### config.mk
export PLATFORM = sky130hd
export DESIGN_NAME = scr1_dmem_arb
export DESIGN_NICKNAME = d
export VERILOG_FILES = /design/src/rtl/scr1_dmem_arb.sv
export SDC_FILE = /design/constraint.sdc
export NUM_CORES = 1
export LEC_CHECK = 0
export BUFFER_PORTS_ARGS = -buffer_cell sky130_fd_sc_hd__buf_2
export CAP_MARGIN = 20
export CORE_AREA = 3 3 121 123
export CTS_BUF_LIST = sky130_fd_sc_hd__clkbuf_4 sky130_fd_sc_hd__clkbuf_8 sky130_fd_sc_hd__clkbuf_16
export DETAILED_ROUTE_END_ITERATION = 7
export DIE_AREA = 0 0 124 126
export PLACE_DENSITY = 0.54
export SYNTH_ARGS = -nofsm -noshare
export SYNTH_HDL_FRONTEND = slang
export SYNTH_SLANG_ARGS = --single-unit
### constraint.sdc
create_clock -name clk -period 2.78 [get_ports clk]
set_input_delay 0.139 -clock clk [delete_from_list [all_inputs] [get_ports clk]]
set_output_delay 0.139 -clock clk [all_outputs]
set_load 0.01 [all_outputs]
### src/rtl/scr1_dmem_arb.sv
// -----------------------------------------------------------------------------
// scr1_dmem_arb
//
// Shares the single core-side request/response interface of the data memory
// AHB bridge between two requesters: port 0 (core LSU) and port 1 (a secondary
// master such as a debug or DMA engine).
//
// One requester is granted per transfer and its request is forwarded to the
// bridge. The bridge pipelines several outstanding transfers, so the port that
// issued each accepted transfer is recorded in an in-order ID FIFO. Each bridge
// response is routed back to the port at the FIFO head.
//
// Both the request path and the response path are purely combinational. The
// only state is the ID FIFO, its pointers/count and the arbitration state.
//
// Parameters:
//   OUTST_DEPTH  maximum accepted-but-unanswered transfers (power of two >= 2)
//   ARB_MODE     0 = round-robin, 1 = fixed priority (port 0 wins)
//
// Ports:
//   clk, rst                        clock, synchronous active-high reset
//   s0_req / s0_req_ack             port 0 request handshake
//   s0_cmd, s0_width                port 0 command and access width
//   s0_addr, s0_wdata               port 0 byte address and write data
//   s0_rdata, s0_resp               port 0 read data and response
//   s1_*                            same set, for port 1
//   m_req / m_req_ack               bridge request handshake
//   m_cmd, m_width, m_addr, m_wdata muxed request fields to the bridge
//   m_rdata, m_resp                 bridge read data and response
// -----------------------------------------------------------------------------

package scr1_memif_pkg;

    typedef enum logic {
        SCR1_MEM_CMD_RD = 1'b0,
        SCR1_MEM_CMD_WR = 1'b1
    } type_scr1_mem_cmd_e;

    typedef enum logic [1:0] {
        SCR1_MEM_WIDTH_BYTE  = 2'b00,
        SCR1_MEM_WIDTH_HWORD = 2'b01,
        SCR1_MEM_WIDTH_WORD  = 2'b10
    } type_scr1_mem_width_e;

    typedef enum logic [1:0] {
        SCR1_MEM_RESP_NOTRDY = 2'b00,
        SCR1_MEM_RESP_RDY_OK = 2'b01,
        SCR1_MEM_RESP_RDY_ER = 2'b10
    } type_scr1_mem_resp_e;

endpackage : scr1_memif_pkg


module scr1_dmem_arb
    import scr1_memif_pkg::*;
#(
    parameter int unsigned OUTST_DEPTH = 4,
    parameter bit          ARB_MODE    = 1'b0
) (
    input  logic                 clk,
    input  logic                 rst,

    // Port 0 (core LSU)
    input  logic                 s0_req,
    output logic                 s0_req_ack,
    input  type_scr1_mem_cmd_e   s0_cmd,
    input  type_scr1_mem_width_e s0_width,
    input  logic [31:0]          s0_addr,
    input  logic [31:0]          s0_wdata,
    output logic [31:0]          s0_rdata,
    output type_scr1_mem_resp_e  s0_resp,

    // Port 1 (secondary master)
    input  logic                 s1_req,
    output logic                 s1_req_ack,
    input  type_scr1_mem_cmd_e   s1_cmd,
    input  type_scr1_mem_width_e s1_width,
    input  logic [31:0]          s1_addr,
    input  logic [31:0]          s1_wdata,
    output logic [31:0]          s1_rdata,
    output type_scr1_mem_resp_e  s1_resp,

    // Bridge side
    output logic                 m_req,
    input  logic                 m_req_ack,
    output type_scr1_mem_cmd_e   m_cmd,
    output type_scr1_mem_width_e m_width,
    output logic [31:0]          m_addr,
    output logic [31:0]          m_wdata,
    input  logic [31:0]          m_rdata,
    input  type_scr1_mem_resp_e  m_resp
);

    localparam int unsigned PTR_W = (OUTST_DEPTH > 1) ? $clog2(OUTST_DEPTH) : 1;
    localparam int unsigned CNT_W = $clog2(OUTST_DEPTH + 1);
    localparam logic [CNT_W-1:0] CNT_FULL = CNT_W'(OUTST_DEPTH);

    // -------------------------------------------------------------------------
    // State
    // -------------------------------------------------------------------------
    logic [PTR_W-1:0]       wr_ptr;
    logic [PTR_W-1:0]       rd_ptr;
    logic [CNT_W-1:0]       count;
    logic [OUTST_DEPTH-1:0] id_fifo;     // one bit per slot: issuing port
    logic                   lock;        // a presented request is waiting for ack
    logic                   lock_id;     // port that owns the pending request
    logic                   rr_last;     // port of the most recent accept

    // -------------------------------------------------------------------------
    // Combinational control
    // -------------------------------------------------------------------------
    logic grant;
    logic grant_req;
    logic fifo_full;
    logic fifo_empty;
    logic accept;
    logic resp_evt;
    logic pop;
    logic head;

    assign fifo_full  = (count == CNT_FULL);
    assign fifo_empty = (count == '0);

    // A pending (unacknowledged) request keeps the grant so the fields seen
    // by the bridge stay stable until it accepts them.
    always_comb begin
        grant = 1'b0;
        if (lock) begin
            grant = lock_id;
        end else if (s0_req && !s1_req) begin
            grant = 1'b0;
        end else if (s1_req && !s0_req) begin
            grant = 1'b1;
        end else if (s0_req && s1_req) begin
            grant = ARB_MODE ? 1'b0 : ~rr_last;
        end
    end

    assign grant_req = grant ? s1_req : s0_req;

    // Gating with the full flag means a push is never attempted when full.
    assign m_req   = grant_req & ~fifo_full & ~rst;
    assign m_cmd   = grant ? s1_cmd   : s0_cmd;
    assign m_width = grant ? s1_width : s0_width;
    assign m_addr  = grant ? s1_addr  : s0_addr;
    assign m_wdata = grant ? s1_wdata : s0_wdata;

    assign accept     = m_req & m_req_ack;
    assign s0_req_ack = accept & ~grant;
    assign s1_req_ack = accept &  grant;

    // A response with nothing outstanding is dropped and leaves the pointers
    // untouched.
    assign resp_evt = (m_resp != SCR1_MEM_RESP_NOTRDY);
    assign pop      = resp_evt & ~fifo_empty & ~rst;
    assign head     = id_fifo[rd_ptr];

    assign s0_resp  = (pop && !head) ? m_resp : SCR1_MEM_RESP_NOTRDY;
    assign s1_resp  = (pop &&  head) ? m_resp : SCR1_MEM_RESP_NOTRDY;
    assign s0_rdata = m_rdata;
    assign s1_rdata = m_rdata;

    // -------------------------------------------------------------------------
    // Arbitration state and FIFO pointers
    // -------------------------------------------------------------------------
    always_ff @(posedge clk) begin
        if (rst) begin
            wr_ptr  <= '0;
            rd_ptr  <= '0;
            count   <= '0;
            lock    <= 1'b0;
            lock_id <= 1'b0;
            rr_last <= 1'b1;          // port 0 is favoured first after reset
        end else begin
            if (accept) begin
                wr_ptr  <= wr_ptr + 1'b1;   // power-of-two depth: natural wrap
                rr_last <= grant;
                lock    <= 1'b0;
            end else if (m_req) begin
                lock    <= 1'b1;
                lock_id <= grant;
            end

            if (pop) begin
                rd_ptr <= rd_ptr + 1'b1;
            end

            // Simultaneous push and pop leaves the count unchanged.
            unique case ({accept, pop})
                2'b10:   count <= count + 1'b1;
                2'b01:   count <= count - 1'b1;
                default: count <= count;
            endcase
        end
    end

    // -------------------------------------------------------------------------
    // ID FIFO storage (no reset needed: slots are only read after a push)
    // -------------------------------------------------------------------------
    always_ff @(posedge clk) begin
        if (accept) begin
            id_fifo[wr_ptr] <= grant;
        end
    end

    // -------------------------------------------------------------------------
    // Protocol checks
    // -------------------------------------------------------------------------
    a_resp_when_empty : assert property (
        @(posedge clk) disable iff (rst) !(resp_evt && fifo_empty)
    );

    a_req_held : assert property (
        @(posedge clk) disable iff (rst)
        (m_req && !m_req_ack) |=> (m_req && $stable(m_addr) && $stable(m_cmd)
                                   && $stable(m_width) && $stable(m_wdata))
    );

endmodule : scr1_dmem_arb

Word-level counts from Yosys, hierarchy flattened
Cells that the tools add are included.

$add $sub $neg: 4. Order comparisons: 3. Equality and inequality tests: 3. Muxes and demuxes: 17. Bitwise gates (word level): 13. Reductions and logical operators: 14.

Operators by type and width (count): two-way mux 32 bit (2); two-way mux 1 bit (8); AND 1 bit (7); logical AND 1 bit (6); less-than comparator 2 x 3 -> 1 bit (second input constant) (2); two-way mux 2 bit (3); NOT 1 bit (6); one-hot mux 3 bit (2 select lines) (1); adder 2 x 1 -> 2 bit (second input constant) (2); bitwise mux 4 bit (1); nonzero test 2 bit (2); adder 3 x 1 -> 3 bit (second input constant) (1); equality test 3 bit (second input constant) (1); zero test 1 bit (3); zero test 3 bit (1); subtractor 3 x 1 -> 3 bit (second input constant) (1); binary-select mux 1 bit (select 2 bit) (1); demux 1 bit (select 2 bit) (1); equality test 2 x 1 -> 1 bit (second input constant) (1); equality test 2 bit (second input constant) (1); >= comparator 2 x 1 -> 1 bit (second input constant) (1); AND reduction 2 bit (1); OR reduction 2 bit (1).

Flip-flop bits (word level): 14. Input bits: 173. Output and inout bits: 138. Logic and storage cells: 61.

Depth between registers and ports, before layout
Depth in word-level cells: 11. Mapped depth: 10.

Worst setup path before layout
Ideal clock, no wire load.

Path kind: reg-to-reg. Start point: register lock. End point: register count[2]. Setup time: 0.071 ns. Data arrival time: 2.224 ns. Required time: 2.709 ns. Slack: 0.485 ns. Cell stages (with the launch flop): 11. Buffers on the path: 0. Cell sequence: dfxtp_1 -> mux2_4 -> o211ai_2 -> nor2_1 -> inv_1 -> ha_1 -> inv_1 -> fa_1 -> xor2_1 -> or3_1 -> a21oi_1.

Cells in the longest elaborated chain, start to end: 7. Elaborated cells on any way between the ends: 9. Classes of those cells: 2 x eq/ne; 3 x mux; 3 x bitwise; 1 x reduce/logical.

Ends and longest elaborated chain: start: declaration (RTL line 105) `logic lock;`; start signal: assignment (RTL line 171) `lock <= 1'b0;`; start signal: assignment (RTL line 178) `lock <= 1'b0;`; start signal: assignment (RTL line 180) `lock <= 1'b1;`; two-way mux 1 bit * (RTL line 128) `if (lock) begin`; two-way mux 1 bit * (RTL line 139) `assign grant_req = grant ? s1_req : s0_req;`; AND 1 bit * (2 in series) (RTL line 142) `assign m_req = grant_req & ~fifo_full & ~rst;`; AND 1 bit * (RTL line 148) `assign accept = m_req & m_req_ack;`; equality test 2 x 1 -> 1 bit or equality test 2 bit (tied branches) (RTL line 189) `unique case ({accept, pop})`; one-hot mux 3 bit (2 select lines) or nonzero test 2 bit (tied branches); end signal: assignment (RTL line 190) `2'b10: count <= count + 1'b1;`; end signal: assignment (RTL line 191) `2'b01: count <= count - 1'b1;`; end signal: assignment (RTL line 192) `default: count <= count;`; end: declaration (RTL line 103) `logic [CNT_W-1:0] count;`.

Mark *: on every way between the ends. The rest lies on a longest branch, timed or not. A chain may end at the register's enable or synchronous reset.

Worst setup path after layout
Ends and elaborated chain as after synthesis.

==> summary.md <==
| Metric | Value |
|---|---|
| Outcome | `finished clean` |
| Vias in the first global route | `2062` |
| Post-CTS Resized | `0` |
| Worst slew pin tran | `0.636 ns` |
| CP max stage cell | `dfxtp_1` |
| Vias per inst | `3.80` |
| Yosys top cell area share | `0.356` |
| Tmin final | `roughly 2.5 ns` |
| Area of the multi-input gates | `0.00121 mm^2` |
| Total CTS buffers | `3` |
| Register area | `320 um^2` |
| Worst EP required | `2.95 ns` |
| DR vias | `2088` |
| Yosys cell types | `33` |
| Yosys warns | `0` |
| Fin. Hold Viols | `0` |
| Filler cell count in the final layout | `1503` |
| Die width | `124 um` |
| Synth Area in Adders | `0.0390` |
| Post-synth top area cell | `mux2_2` |
| IO Pins | `311` |
| # Post-CTS Setup Buffers | `0` |
| Initial core utilization | `0.154` |
| Synth async-reset ratio | `0` |
| Placed Area | `0.00289 mm^2` |
| Row count | `43` |
| Final setup fails | `0` |
| Synth Area in Simple Gates | `0.0922` |
| Die Height | `126 um` |
| Mapped cell area | `0.00212 mm^2` |
| Max H-tree Level | `1` |
| Post-synth EDFFs | `4` |
| Leakage | `1.51 nW` |
| Max IR drop VDD | `approximately 0.21 mV` |
| Global Route Usage Sum | `0.0870` |
| First-pass GRT wire length | `between 10000 and 15000 um` |
| Core Region | `roughly 0.014 mm^2` |
| Worst Clk Skew | `0.00307 ns` |
| Commonest cells in the netlist | `67 x mux2_2, 64 x buf_4, 13 x nor2_1, 10 x dfxtp_1` |
| Crit start category | `register` |
| Number of antenna violations at the first check in global routing | `1` |
| Sink Count | `14` |
| Router iterations before antenna repair | `4` |
| Crit-path cells | `mux2_4 > o211ai_2 > nor2_1 > inv_1 > ha_1 > inv_1 > fa_1 > xor2_1 > or3_1 > a21oi_1` |
| Crit-path max FO | `5` |
| TNS Setup | `0 ns` |
| Largest net degree at the start of global routing | `31` |
| CP most frequent cell | `inv_1` |
| Share of layout cells above drive strength 1 | `0.795` |
| Fmax | `0.403 GHz` |
| Area added between synthesis and finish | `40.4%` |
| Slew Limit Fails | `0` |
| Period utilization | `0.893` |
| CP top delay family | `adder cells` |
| Worst skew pair latency | `0.24 ns` |
| Reg clk slew, reported paths | `around 0.04 ns` |
| DR WL/cell | `between 10 and 15 um` |
| Compound-gate portion of the synthesized area | `0.0396` |
| Initial DRC Count | `roughly 60` |
| Die Area | `0.0156 mm^2` |
| Post-DRT Antenna Nets | `0` |
| Most frequent cell after synthesis | `mux2_2` |
| Crit path capture type | `register` |
| Worst rel slew slack | `0.576` |
| IO buf count | `214` |
| Fin nets | `550` |
| Root Driver | `clkbuf_16` |
| Grt ovf | `0` |
| WP data arrival | `2.65 ns` |
| Design area | `0.00297 mm^2` |
| DRC violations left | `0` |
| Cts-stage hold buffer count | `0` |
| Largest family of logic cells by synthesized area | `multiplexers` |
| Post-synthesis sequential area ratio | `0.151` |
| XOR/XNOR Fraction of Synth Area | `0.0207` |
| RSZ-0062 raised after global routing | `false` |
| Max Cap Violations | `0` |
| Synth top area cells | `mux2_2 36%, buf_4 23%, dfxtp_1 9.5%, edfxtp_1 5.7%, buf_6 3.7%` |
| HP Class | `in2reg` |
| Mux share of post-synthesis cell area | `0.379` |
| Syn Inst Count | `220` |
| CTS Buffer Depth | `2` |
| ANT cells | `0` |
| WP buf/inv | `2` |
| Post-synthesis register bit count | `14` |
| Mean post-synth cell area | `~9.6 um^2` |
| Predominant post-synthesis flop cell | `dfxtp_1` |
| DP HPWL | `roughly 7300 um` |
| PD cells | `between 300 and 400 mW/mm^2` |
| Worst setup path class | `reg2reg` |
| Delay of the slowest critical-path stage | `0.44 ns` |
| CTS tree | `yes` |
| Synthesized net count | `399` |
| GP Congestion | `0.767` |
| WL final | `a little under 8000 um` |
==> layout make-up <==
type	count	area share
clock buffer	3	0.0253
clock inverter	1	0.00126
inverter	7	0.00884
multi-input combinational	127	0.406
sequential	14	0.108
tap	180	0.0758
timing repair buffer	218	0.375
==> worst register-to-register path, stage by stage, from the launching register on <==
cell,delay [ns]
dfxtp_1,0.44
mux2_4,0.34
o211ai_2,0.23
nor2_1,0.12
inv_1,0.08
ha_1,0.17
inv_1,0.06
fa_1,0.38
xor2_1,0.16
or3_1,0.30
a21oi_1,0.13
==> layout by cell type (no fill, tap or decap), types with 4 or more instances in the layout <==
cell type,n
buf_2,214
mux2_2,67
nor2_1,13
dfxtp_1,10
inv_1,7
nand2_1,5
ha_1,5
and2_1,4
edfxtp_1,4
==> where the power goes <==
part           internal (mW)  switching [mW]
clock                  0.190          0.0770
combinational          0.298           0.250
sequential             0.231          0.0187
==> metal layers <==
metal  vias to the layer above  GRT usage  wire [um]
met4                         0     0.0168        105
met2                       138      0.155       3830
met3                        21     0.0189        887
met1                       938      0.107       3130
li1                        991          -          -
met5                         -          0          0
==> sequential cells by signal, indices dropped and copies added, names as in the netlist <==
| signal | count |
|---|---|
| lock_id | 1 |
| id_fifo | 4 |
| rd_ptr | 2 |
| count | 3 |
| rr_last | 1 |
| wr_ptr | 2 |
| lock | 1 |
==> metrics by stage <==
| stage | power (mW) | hold slack, ns | util | std cells | setup WS (ns) |
|---|---|---|---|---|---|
| after detailed placement | 0.811 | 0.278 | 0.210 | 546 | 0.272 |
| after global routing | 1.14 | 0.233 | 0.216 | 550 | 0.0690 |
| after floorplan | 0.672 | 0.279 | - | 220 | 0.485 |
| after CTS | 1.08 | 0.214 | 0.216 | 550 | 0.259 |
| after global placement | 0.797 | 0.278 | 0.210 | 546 | 0.385 |
| final | 1.06 | 0.218 | 0.216 | 550 | 0.297 |
==> cells by family (layout without fill, tap and decap cells) <==
logic type                 after synthesis  count (layout)
AOI/OAI and AO/OA                        9               9
buffers and inverters                   79             229
and+or+nand+nor                         37              37
adders and majority gates                6               6
muxes                                   70              70
DFF                                     14              14
xor gates and xnor gates                 5               5
==> path summary, 6_finish.rpt <==
kind                            to  slack, ns  depth (start not counted)                   from
max          count[2]$_SDFFE_PP0P_       0.30                         10      lock$_SDFFE_PP0N_
min           rr_last$_SDFFE_PP1P_       0.22                          2              m_req_ack
max reg2reg  count[2]$_SDFFE_PP0P_       0.30                         10      lock$_SDFFE_PP0N_
min reg2reg  count[2]$_SDFFE_PP0P_       0.49                          2  count[2]$_SDFFE_PP0P_
Note: power is estimated with default switching activity, not from simulation.
